--- config.mk ---
export PLATFORM = sky130hd
export DESIGN_NAME = fetch_unit_flat
export DESIGN_NICKNAME = d
export VERILOG_FILES = /design/src/rtl/fetch_pkg.sv /design/src/rtl/fetch_if.sv /design/src/rtl/fetch_queue.sv /design/src/rtl/fetch_unit.sv /design/src/flat_wrapper.sv
export SDC_FILE = /design/constraint.sdc
export NUM_CORES = 1
export LEC_CHECK = 0
export BUFFER_PORTS_ARGS = -buffer_cell sky130_fd_sc_hd__buf_2
export CORE_UTILIZATION = 35
export DETAILED_ROUTE_END_ITERATION = 7
export GPL_TIMING_DRIVEN = 0
export PLACE_DENSITY_LB_ADDON = 0.2
export SYNTH_ARGS = -nofsm -noshare
export SYNTH_HDL_FRONTEND = slang
export SYNTH_SLANG_ARGS = --single-unit
--- constraint.sdc ---
create_clock -name clk -period 11.2 [get_ports clk]
set_clock_uncertainty 0.05 [all_clocks]
set_input_delay 2.24 -clock clk [delete_from_list [all_inputs] [get_ports clk]]
set_output_delay 2.24 -clock clk [all_outputs]
set_load 0.01 [all_outputs]
--- src/rtl/fetch_pkg.sv ---
// Shared types and constants for the instruction fetch unit.
package fetch_pkg;

  localparam int unsigned INST_BYTES = 4;

  // One instruction-queue entry: byte address and the fetched word.
  typedef struct packed {
    logic [31:0] pc;
    logic [31:0] inst;
  } fetch_entry_t;

  typedef enum logic {
    StRun  = 1'b0,
    StHalt = 1'b1
  } fetch_state_t;

  // Sequential fetch address; wraps modulo 2^32.
  function automatic logic [31:0] next_pc(logic [31:0] pc);
    return pc + 32'(INST_BYTES);
  endfunction

endpackage

--- src/rtl/fetch_if.sv ---
// Fetch unit bus: instruction-memory port, redirect request and decode handshake.
// master: the fetch unit; slave: memory/decode environment.
interface fetch_if;

  logic [31:0] imem_addr;
  logic [31:0] imem_data;
  logic        redirect_valid;
  logic [31:0] redirect_pc;
  logic        out_valid;
  logic        out_ready;
  logic [31:0] out_inst;
  logic [31:0] out_pc;

  modport master (
    output imem_addr,
    input  imem_data,
    input  redirect_valid,
    input  redirect_pc,
    output out_valid,
    input  out_ready,
    output out_inst,
    output out_pc
  );

  modport slave (
    input  imem_addr,
    output imem_data,
    output redirect_valid,
    output redirect_pc,
    input  out_valid,
    output out_ready,
    input  out_inst,
    input  out_pc
  );

endinterface

--- src/rtl/fetch_queue.sv ---
// Circular-buffer instruction queue with push, pop and synchronous flush.
// Push while full is accepted only when a pop happens on the same edge.
module fetch_queue
  import fetch_pkg::*;
#(
  parameter int unsigned Depth = 2,
  localparam int unsigned PtrW = (Depth > 1) ? $clog2(Depth) : 1,
  localparam int unsigned CntW = $clog2(Depth + 1)
) (
  input  logic            clk,
  input  logic            rst_n,
  input  logic            flush_i,
  input  logic            push_i,
  input  fetch_entry_t    push_entry_i,
  input  logic            pop_i,
  output fetch_entry_t    head_o,
  output logic [CntW-1:0] count_o,
  output logic            full_o,
  output logic            empty_o
);

  logic [PtrW-1:0] rd_ptr_q, rd_ptr_d;
  logic [PtrW-1:0] wr_ptr_q, wr_ptr_d;
  logic [CntW-1:0] count_q, count_d;
  fetch_entry_t    mem_q [Depth];
  logic            do_push;
  logic            do_pop;

  function automatic logic [PtrW-1:0] ptr_inc(logic [PtrW-1:0] p);
    return (p == PtrW'(Depth - 1)) ? '0 : p + PtrW'(1);
  endfunction

  assign empty_o = (count_q == '0);
  assign full_o  = (count_q == CntW'(Depth));
  assign count_o = count_q;
  assign head_o  = mem_q[rd_ptr_q];

  assign do_pop  = pop_i && !empty_o;
  assign do_push = push_i && (!full_o || do_pop);

  // Pointer and occupancy next-state; flush overrides push and pop.
  always_comb begin
    rd_ptr_d = rd_ptr_q;
    wr_ptr_d = wr_ptr_q;
    count_d  = count_q;
    if (flush_i) begin
      rd_ptr_d = '0;
      wr_ptr_d = '0;
      count_d  = '0;
    end else begin
      if (do_push) wr_ptr_d = ptr_inc(wr_ptr_q);
      if (do_pop)  rd_ptr_d = ptr_inc(rd_ptr_q);
      unique case ({do_push, do_pop})
        2'b10:   count_d = count_q + CntW'(1);
        2'b01:   count_d = count_q - CntW'(1);
        default: count_d = count_q;
      endcase
    end
  end

  // Pointer and occupancy registers.
  always_ff @(posedge clk or negedge rst_n) begin
    if (!rst_n) begin
      rd_ptr_q <= '0;
      wr_ptr_q <= '0;
      count_q  <= '0;
    end else begin
      rd_ptr_q <= rd_ptr_d;
      wr_ptr_q <= wr_ptr_d;
      count_q  <= count_d;
    end
  end

  // Entry storage; contents are only observed through a valid head, so no reset.
  always_ff @(posedge clk) begin
    if (do_push && !flush_i) begin
      mem_q[wr_ptr_q] <= push_entry_i;
    end
  end

endmodule

--- src/rtl/fetch_unit.sv ---
// Instruction fetch unit: sequential pc, combinational imem read, instruction
// queue towards decode, redirect with flush.
// Optional feature macro FETCH_MISALIGN_EN: misaligned redirects halt fetch and
// raise fetch_misalign until an aligned redirect or reset.
module fetch_unit
  import fetch_pkg::*;
#(
  parameter logic [31:0] RESET_PC    = 32'h0000_0000,
  parameter int unsigned QUEUE_DEPTH = 2
) (
  input  logic    clk,
  input  logic    rst_n,
  fetch_if.master bus
`ifdef FETCH_MISALIGN_EN
  ,
  output logic    fetch_misalign
`endif
);

  localparam int unsigned CntW = $clog2(QUEUE_DEPTH + 1);

  logic [31:0]     pc_q, pc_d;
  fetch_state_t    state_q, state_d;
  logic [31:0]     target_pc;
  logic            push;
  logic            pop;
  fetch_entry_t    push_entry;
  fetch_entry_t    head;
  logic [CntW-1:0] count;
  logic            full;
  logic            empty;

`ifdef FETCH_MISALIGN_EN
  logic            misalign_q, misalign_d;
  assign target_pc      = bus.redirect_pc;
  assign fetch_misalign = misalign_q;
`else
  // Without misalignment detection the low address bits are simply dropped.
  assign target_pc = bus.redirect_pc & 32'hFFFF_FFFC;
`endif

  assign bus.imem_addr = {2'b00, pc_q[31:2]};

  // Redirect wins over both queue operations; a handshake in that cycle is dropped.
  assign pop  = !empty && bus.out_ready && !bus.redirect_valid;
  assign push = (state_q == StRun) && !bus.redirect_valid && (!full || pop);

  assign push_entry = '{pc: pc_q, inst: bus.imem_data};

  assign bus.out_valid = (count != '0);
  assign bus.out_pc    = bus.out_valid ? head.pc   : '0;
  assign bus.out_inst  = bus.out_valid ? head.inst : '0;

  fetch_queue #(
    .Depth (QUEUE_DEPTH)
  ) u_queue (
    .clk          (clk),
    .rst_n        (rst_n),
    .flush_i      (bus.redirect_valid),
    .push_i       (push),
    .push_entry_i (push_entry),
    .pop_i        (pop),
    .head_o       (head),
    .count_o      (count),
    .full_o       (full),
    .empty_o      (empty)
  );

  // Next pc and RUN/HALT state.
  always_comb begin
    pc_d    = pc_q;
    state_d = state_q;
`ifdef FETCH_MISALIGN_EN
    misalign_d = misalign_q;
`endif
    if (bus.redirect_valid) begin
      pc_d    = target_pc;
      state_d = StRun;
`ifdef FETCH_MISALIGN_EN
      misalign_d = (target_pc[1:0] != 2'b00);
      if (misalign_d) state_d = StHalt;
`endif
    end else if (push) begin
      pc_d = next_pc(pc_q);
    end
  end

  // pc and state registers.
  always_ff @(posedge clk or negedge rst_n) begin
    if (!rst_n) begin
      pc_q    <= RESET_PC;
      state_q <= StRun;
    end else begin
      pc_q    <= pc_d;
      state_q <= state_d;
    end
  end

`ifdef FETCH_MISALIGN_EN
  // Sticky misalignment flag.
  always_ff @(posedge clk or negedge rst_n) begin
    if (!rst_n) begin
      misalign_q <= 1'b0;
    end else begin
      misalign_q <= misalign_d;
    end
  end
`endif

endmodule
--- src/flat_wrapper.sv ---
// flat-port wrapper written by rule: the top's interface ports become plain ports
module fetch_unit_flat import fetch_pkg::*;
#(
  parameter logic [31:0] RESET_PC    = 32'h0000_0000,
  parameter int unsigned QUEUE_DEPTH = 2
)
  (clk, rst_n, bus_imem_addr, bus_imem_data, bus_redirect_valid, bus_redirect_pc, bus_out_valid, bus_out_ready, bus_out_inst, bus_out_pc);
  fetch_if bus_i ();
  input  logic clk;
  input  logic rst_n;
  output wire logic [$bits(bus_i.imem_addr)-1:0] bus_imem_addr;
  input wire logic [$bits(bus_i.imem_data)-1:0] bus_imem_data;
  input wire logic [$bits(bus_i.redirect_valid)-1:0] bus_redirect_valid;
  input wire logic [$bits(bus_i.redirect_pc)-1:0] bus_redirect_pc;
  output wire logic [$bits(bus_i.out_valid)-1:0] bus_out_valid;
  input wire logic [$bits(bus_i.out_ready)-1:0] bus_out_ready;
  output wire logic [$bits(bus_i.out_inst)-1:0] bus_out_inst;
  output wire logic [$bits(bus_i.out_pc)-1:0] bus_out_pc;
  assign bus_imem_addr = bus_i.imem_addr;
  assign bus_i.imem_data = bus_imem_data;
  assign bus_i.redirect_valid = bus_redirect_valid;
  assign bus_i.redirect_pc = bus_redirect_pc;
  assign bus_out_valid = bus_i.out_valid;
  assign bus_i.out_ready = bus_out_ready;
  assign bus_out_inst = bus_i.out_inst;
  assign bus_out_pc = bus_i.out_pc;
  fetch_unit #(.RESET_PC(RESET_PC), .QUEUE_DEPTH(QUEUE_DEPTH)) u_core (.clk(clk), .rst_n(rst_n), .bus(bus_i));
endmodule
# --- Yosys cells after proc, flatten, opt, wreduce, memory -nomap -nowiden ---
# Memory sizes are Yosys's and may differ from the RTL's.
# Cells that the tools add are included.
classes:
  n_addsub: 5
  n_eq_ne: 3
  muxes: 14
  n_reduce_logical: 17
op_table:
  columns: ["op", "count"]
  rows:
  - ["two-way mux 32 bit", 4]
  - ["adder 32 x 3 -> 32 bit (second input constant)", 1]
  - ["two-way mux 1 bit", 8]
  - ["nonzero test 2 bit", 4]
  - ["logical AND 1 bit", 6]
  - ["equality test 2 bit (second input constant)", 2]
  - ["case mux 2 bit (2 select lines)", 1]
  - ["logical NOT 1 bit", 3]
  - ["nonzero test 3 bit", 1]
  - ["adder 1 bit (second input constant)", 2]
  - ["adder 2 x 1 -> 2 bit (second input constant)", 1]
  - ["equality test 2 x 1 -> 1 bit (second input constant)", 1]
  - ["logical NOT 2 bit", 1]
  - ["logical OR 1 bit", 2]
  - ["two-way mux 2 bit", 1]
  - ["subtractor 2 x 1 -> 2 bit (second input constant)", 1]
word_totals:
  register_bits: 36
  ram_bits: 128
  in_bits: 68
  output_inout_bits: 97
  wordCells: 44
  n_memories: 1
mem_list:
  columns: ["name", "words", "width", "rd", "rd_ports_with_merged_regs", "write_ports", "line_no", "rtl"]
  rows:
  - ["u_core.u_queue.mem_q", 2, 64, 1, 0, 1, "fetch_queue.sv:25", "fetch_entry_t mem_q [Depth];"]

# --- Longest topological paths before layout ---
depth:
  ltp_word: 10
  depth_mapped: 8
  depth_no_buf: 6

# --- Cells and area by module ---
# From an unflattened synthesis, not the netlist that was laid out.
hier_totals:
  hier_cells: 537
  hier_area_um2: 7279.5
modules_own_cells:
  columns: ["module", "n_inst", "cells_each", "area_per_inst_um2", "seq_area_each_um2"]
  rows:
  - ["fetch_queue", 1, 224, 4853.4, 3943.8]
  - ["fetch_unit", 1, 313, 2426.1, 750.7]

# --- Worst setup path after synthesis ---
# No wires, ideal clock.
synth_timing:
  path_kind: "input -> register"
  startpoint: "input bus_redirect_valid"
  endpoint: "memory u_core.u_queue.mem_q[0][0] (netlist name), enable pin"
  setup_time_ns: 0.559
  t_arrival_ns: 6.913
  t_required_ns: 10.591
  setup_slack_ns: 3.678
  stages: 3
  path_buffers: 2
  cell_sequence: "clkbuf_1 > clkbuf_1 > nor3_1"
synth_between:
  elab_chain_cells: 8
  word_cells_on_any_way: 10
  cone_classes: "mux: 2; reduce/logical: 8"
synth_rtl:
  columns: ["item", "line_no", "rtl"]
  rows:
  - ["start: declaration", "flat_wrapper.sv:13", "input wire logic [$bits(bus_i.redirect_valid)-1:0] bus_redirect_valid;"]
  - ["logical NOT 1 bit *", "fetch_queue.sv:76, fetch_unit.sv:45, fetch_unit.sv:46", null]
  - ["logical AND 1 bit", "fetch_unit.sv:45", "assign pop = !empty && bus.out_ready && !bus.redirect_valid;"]
  - ["logical OR 1 bit or logical AND 1 bit (tied branches)", "fetch_unit.sv:46, fetch_queue.sv:38", null]
  - ["logical AND 1 bit or logical OR 1 bit (tied branches)", "fetch_unit.sv:46, fetch_queue.sv:39", null]
  - ["logical AND 1 bit", "fetch_queue.sv:39", "assign do_push = push_i && (!full_o || do_pop);"]
  - ["logical AND 1 bit *", "fetch_queue.sv:76", "if (do_push && !flush_i) begin"]
  - ["two-way mux 1 bit *", "fetch_queue.sv:76", null]
  - ["two-way mux 1 bit (not written as such) *", "fetch_queue.sv:77", "mem_q[wr_ptr_q] <= push_entry_i;"]
  - ["end: declaration", "fetch_queue.sv:25", null]
# Every way passes the cells marked *; elsewhere a longest branch is shown, timed or not.

# --- Worst setup path in the final report ---
layout_timing:
  startpoint: "register u_core.u_queue.rd_ptr_q"
  endpoint: "output bus_out_pc[19]"
layout_between:
  elab_chain_cells: 2
layout_rtl:
  columns: ["item", "line_no", "rtl"]
  rows:
  - ["start: declaration", "fetch_queue.sv:22", "logic [PtrW-1:0] rd_ptr_q, rd_ptr_d;"]
  - ["start signal: assignment", "fetch_queue.sv:68", "rd_ptr_q <= rd_ptr_d;"]
  - ["memory read (2 x 64 bit)", null, null]
  - ["two-way mux 32 bit", "fetch_unit.sv:51", "assign bus.out_pc = bus.out_valid ? head.pc : '0;"]
  - ["end: declaration", "flat_wrapper.sv:18", "output wire logic [$bits(bus_i.out_pc)-1:0] bus_out_pc;"]
# No other way between the ends.

==> impl_metrics.ini <==
[yosys]
ys_seq_area_frac = 0.6650
synth.area.top_cells = edfxtp_1, dfrtp_1, mux2i_1, nor2_1, or4_1
synth-async-reset-ratio = 0.2152
synth_top_area_share = 0.5413
synth_cell_types = 49
synthXorXnorAreaFrac = 0.008912
synth-compound-area-share = 0.07948
avgSynthCellArea_sq_um = 13.03
yosysTopAreaCell = edfxtp_1
synth-main-ff-cell = edfxtp_1
synth-simple-area-share = 0.1210
synth_cells = 528
ys_ff_latch = 158
synth_top_family_by_area = simple AND/OR/NAND/NOR gates
synth_area_sq_um = 6879
ys_top_cells_by_count = edfxtp_1, nor2_1, mux2i_1, dfrtp_1, clkbuf_1
yosysMostFrequentCell = edfxtp_1
synth_edf_count = 124
synth_adder_area_share = 0.005457
synth_mux_area_frac = 0.09167
yosysWarnings = 0

[hold_path]
hp-start = u_core.pc_q[13]
hp-class = reg -> reg

[timing]
finalSetupViolations = 0
whs_ns = 0.4793
fin_crit_sh = 0.4234
drv_slew = 0
worst_slew_margin_rel = 0.3464
fin_setup_tns_ns = 0
grt_setup_unrepaired = false
min_period_ns = 4.742
worst-slew-pin-transition_ns = 0.9751
hold_violations = 0
max_freq_mhz = 210.9

[final_layout]
num_antenna_cells = 0
stdcell_count = 987
design_area_sq_um = 8640
fillers = 1798
nNetsFinal = 785
drive_gt1_frac = 0.2806
multi_input_area_sq_um = 2133
seqCellArea_sq_um = 4574
area_growth_pct = 25.59

[power_and_ir_drop]
p_leak_nw = 3.274
pwr-share-seq = 0.405
intPower_w = 0.001308
power_density_nw_per_um2 = 231.5
clock_power_share = 0.266
vdd_drop_max_v = 0.00009449
pwr-share-comb = 0.328
switching_share = 0.3458
p_switching_w = 0.0006915

[route]
ant_nets = 0
dr_total_vias = 4979
wl_per_cell_microns = 17.47
drc_errors = 0
routed_via_density = 5.045
drtPass1Iterations = 5
drt_first_iter_violations = 249
routed_wl_microns = 17250

[floorplan]
placementRows = 50
die_w_microns = 142.2
die_h_microns = 142.2
pin_count = 165
start_util = 0.3629
core_sq_um = 18960
die_area_sq_um = 20220

[global_routing]
gr-total-overflow = 0
met3_usage = 0.04172
grt_pass1_vias = 5016
busiest_layer = met2
grtUsageTotal = 0.1752
use_met2 = 0.2959
gr-usage-met1 = 0.2149
antenna_found_initial = 0
grt_pass1_wl_microns = 26810
grt_max_degree = 37

[setup_path]
crit_end = bus_out_pc[19]
regToRegSetupSlack_ns = 8.04
worstPathArrival_ns = 2.45
reg2regPathDepth = 9
rr_endpoint = u_core.u_queue.mem_q[0][19]
cp-end-kind = output port
path_max_fanout = 10
worstSetupPathType = reg -> out
required_ns = 8.91
worstSetupStartpointType = flop
startpoint = u_core.u_queue.rd_ptr_q
reg2reg_from = u_core.u_queue.count_o[0]

[outcome]
status = finished clean

[clock_tree]
clock-sinks = 158
root_buffer = clkbuf_16
cts-buffers-inserted = 17
cts_resized = 0
clockBufferDepth = 2
clk_latency_ns = 0.42
clkTransAtPathRegs_ns = 0.06
htreeDepth = 4
cts_tree = yes
cts_hold_buf = 0
post_cts_buffers = 0

[placement]
place_area_sq_um = 8093
port_buffers = 158
gp_congestion = 0.8414
dp_hpwl_microns = 12260
place_inst = 955

[run]
cap_violations = 0
## cell usage in the layout, fill, tap and decap left out, types with 7 or more instances in the layout
master,synthesis,routed
mux2i_1,63,63
o31ai_1,12,12
nand2_1,19,19
a21oi_1,7,7
edfxtp_1,124,124
clkbuf_16,0,17
nand3_1,12,12
o21ai_0,17,17
or4_1,16,16
inv_1,8,8
clkbuf_1,28,28
dfrtp_1,34,34
buf_2,1,159
nor2_1,91,91
a31oi_1,15,15
## logic make-up (layout without fill, tap and decap cells)
family	Yosys count	after routing
buf+inv	45	241
compound gates	79	79
simple gates	172	172
fa+ha+maj	3	3
xor+xnor	7	7
flops	158	158
other cells	1	4
mux	63	63
## final cells by class
cell class	instances	area share
buffer	36	0.01839
sequential	158	0.5295
tap	260	0.03765
clock buffer	17	0.04924
inverter	9	0.003910
clock inverter	15	0.01405
timing repair buffer	164	0.1004
multi-input combinational	328	0.2469
## metal layers
metal	share of wire	vias up
li1	-	2358
met1	0.43	2431
met2	0.50	166
met3	0.052	24
met4	0.020	0
met5	0	-
## stage by stage
stage	total power (W)	worst slack [ns]	util
6_report	0.002000	6.458	0.4558
5_1_grt	0.002122	6.222	0.4558
4_1_cts	0.002028	6.365	0.4558
3_5_place_dp	0.001493	6.309	0.4269
3_3_place_gp	0.001479	0.5232	0.4224
2_1_floorplan	0.001214	3.678	-
## power groups by stage
stage | clock network [W] | registers, W | logic [W]
6_report | 0.000533 | 0.000811 | 0.000657
5_1_grt | 0.000571 | 0.000821 | 0.000729
4_1_cts | 0.000546 | 0.000812 | 0.000671
3_5_place_dp | 0 | 0.000824 | 0.000669
3_3_place_gp | 0 | 0.000836 | 0.000643
2_1_floorplan | 0 | 0.000823 | 0.000391
## sequential cells by signal, indices dropped and copies added, names as in the netlist
register / flops
u_core.u_queue.wr_ptr_q: 1
u_core.u_queue.count_o: 2
u_core.u_queue.rd_ptr_q: 1
u_core.pc_q: 30
u_core.u_queue.mem_q: 124
## worst max-delay path: stages (launching register included)
cell	delay [ns]
dfrtp_1	0.32
clkbuf_1	0.55
buf_1	0.66
mux2i_1	0.29
nor2_1	0.05
buf_2	0.15
## how the worst min path moves through the flow
stage / endpoint / slack (ns) / cells past startpoint
after global routing: u_core.u_queue.mem_q[1][45] / 0.52 / 0
after CTS: u_core.u_queue.mem_q[1][45] / 0.49 / 0
after floorplan: u_core.u_queue.count_o[0] / 0.46 / 2
after global placement: u_core.u_queue.mem_q[0][45] / 0.47 / 0
after detailed placement: u_core.u_queue.mem_q[1][45] / 0.47 / 0
final: u_core.u_queue.mem_q[1][45] / 0.48 / 0
No activity file was read; power rests on OpenSTA's default activity.
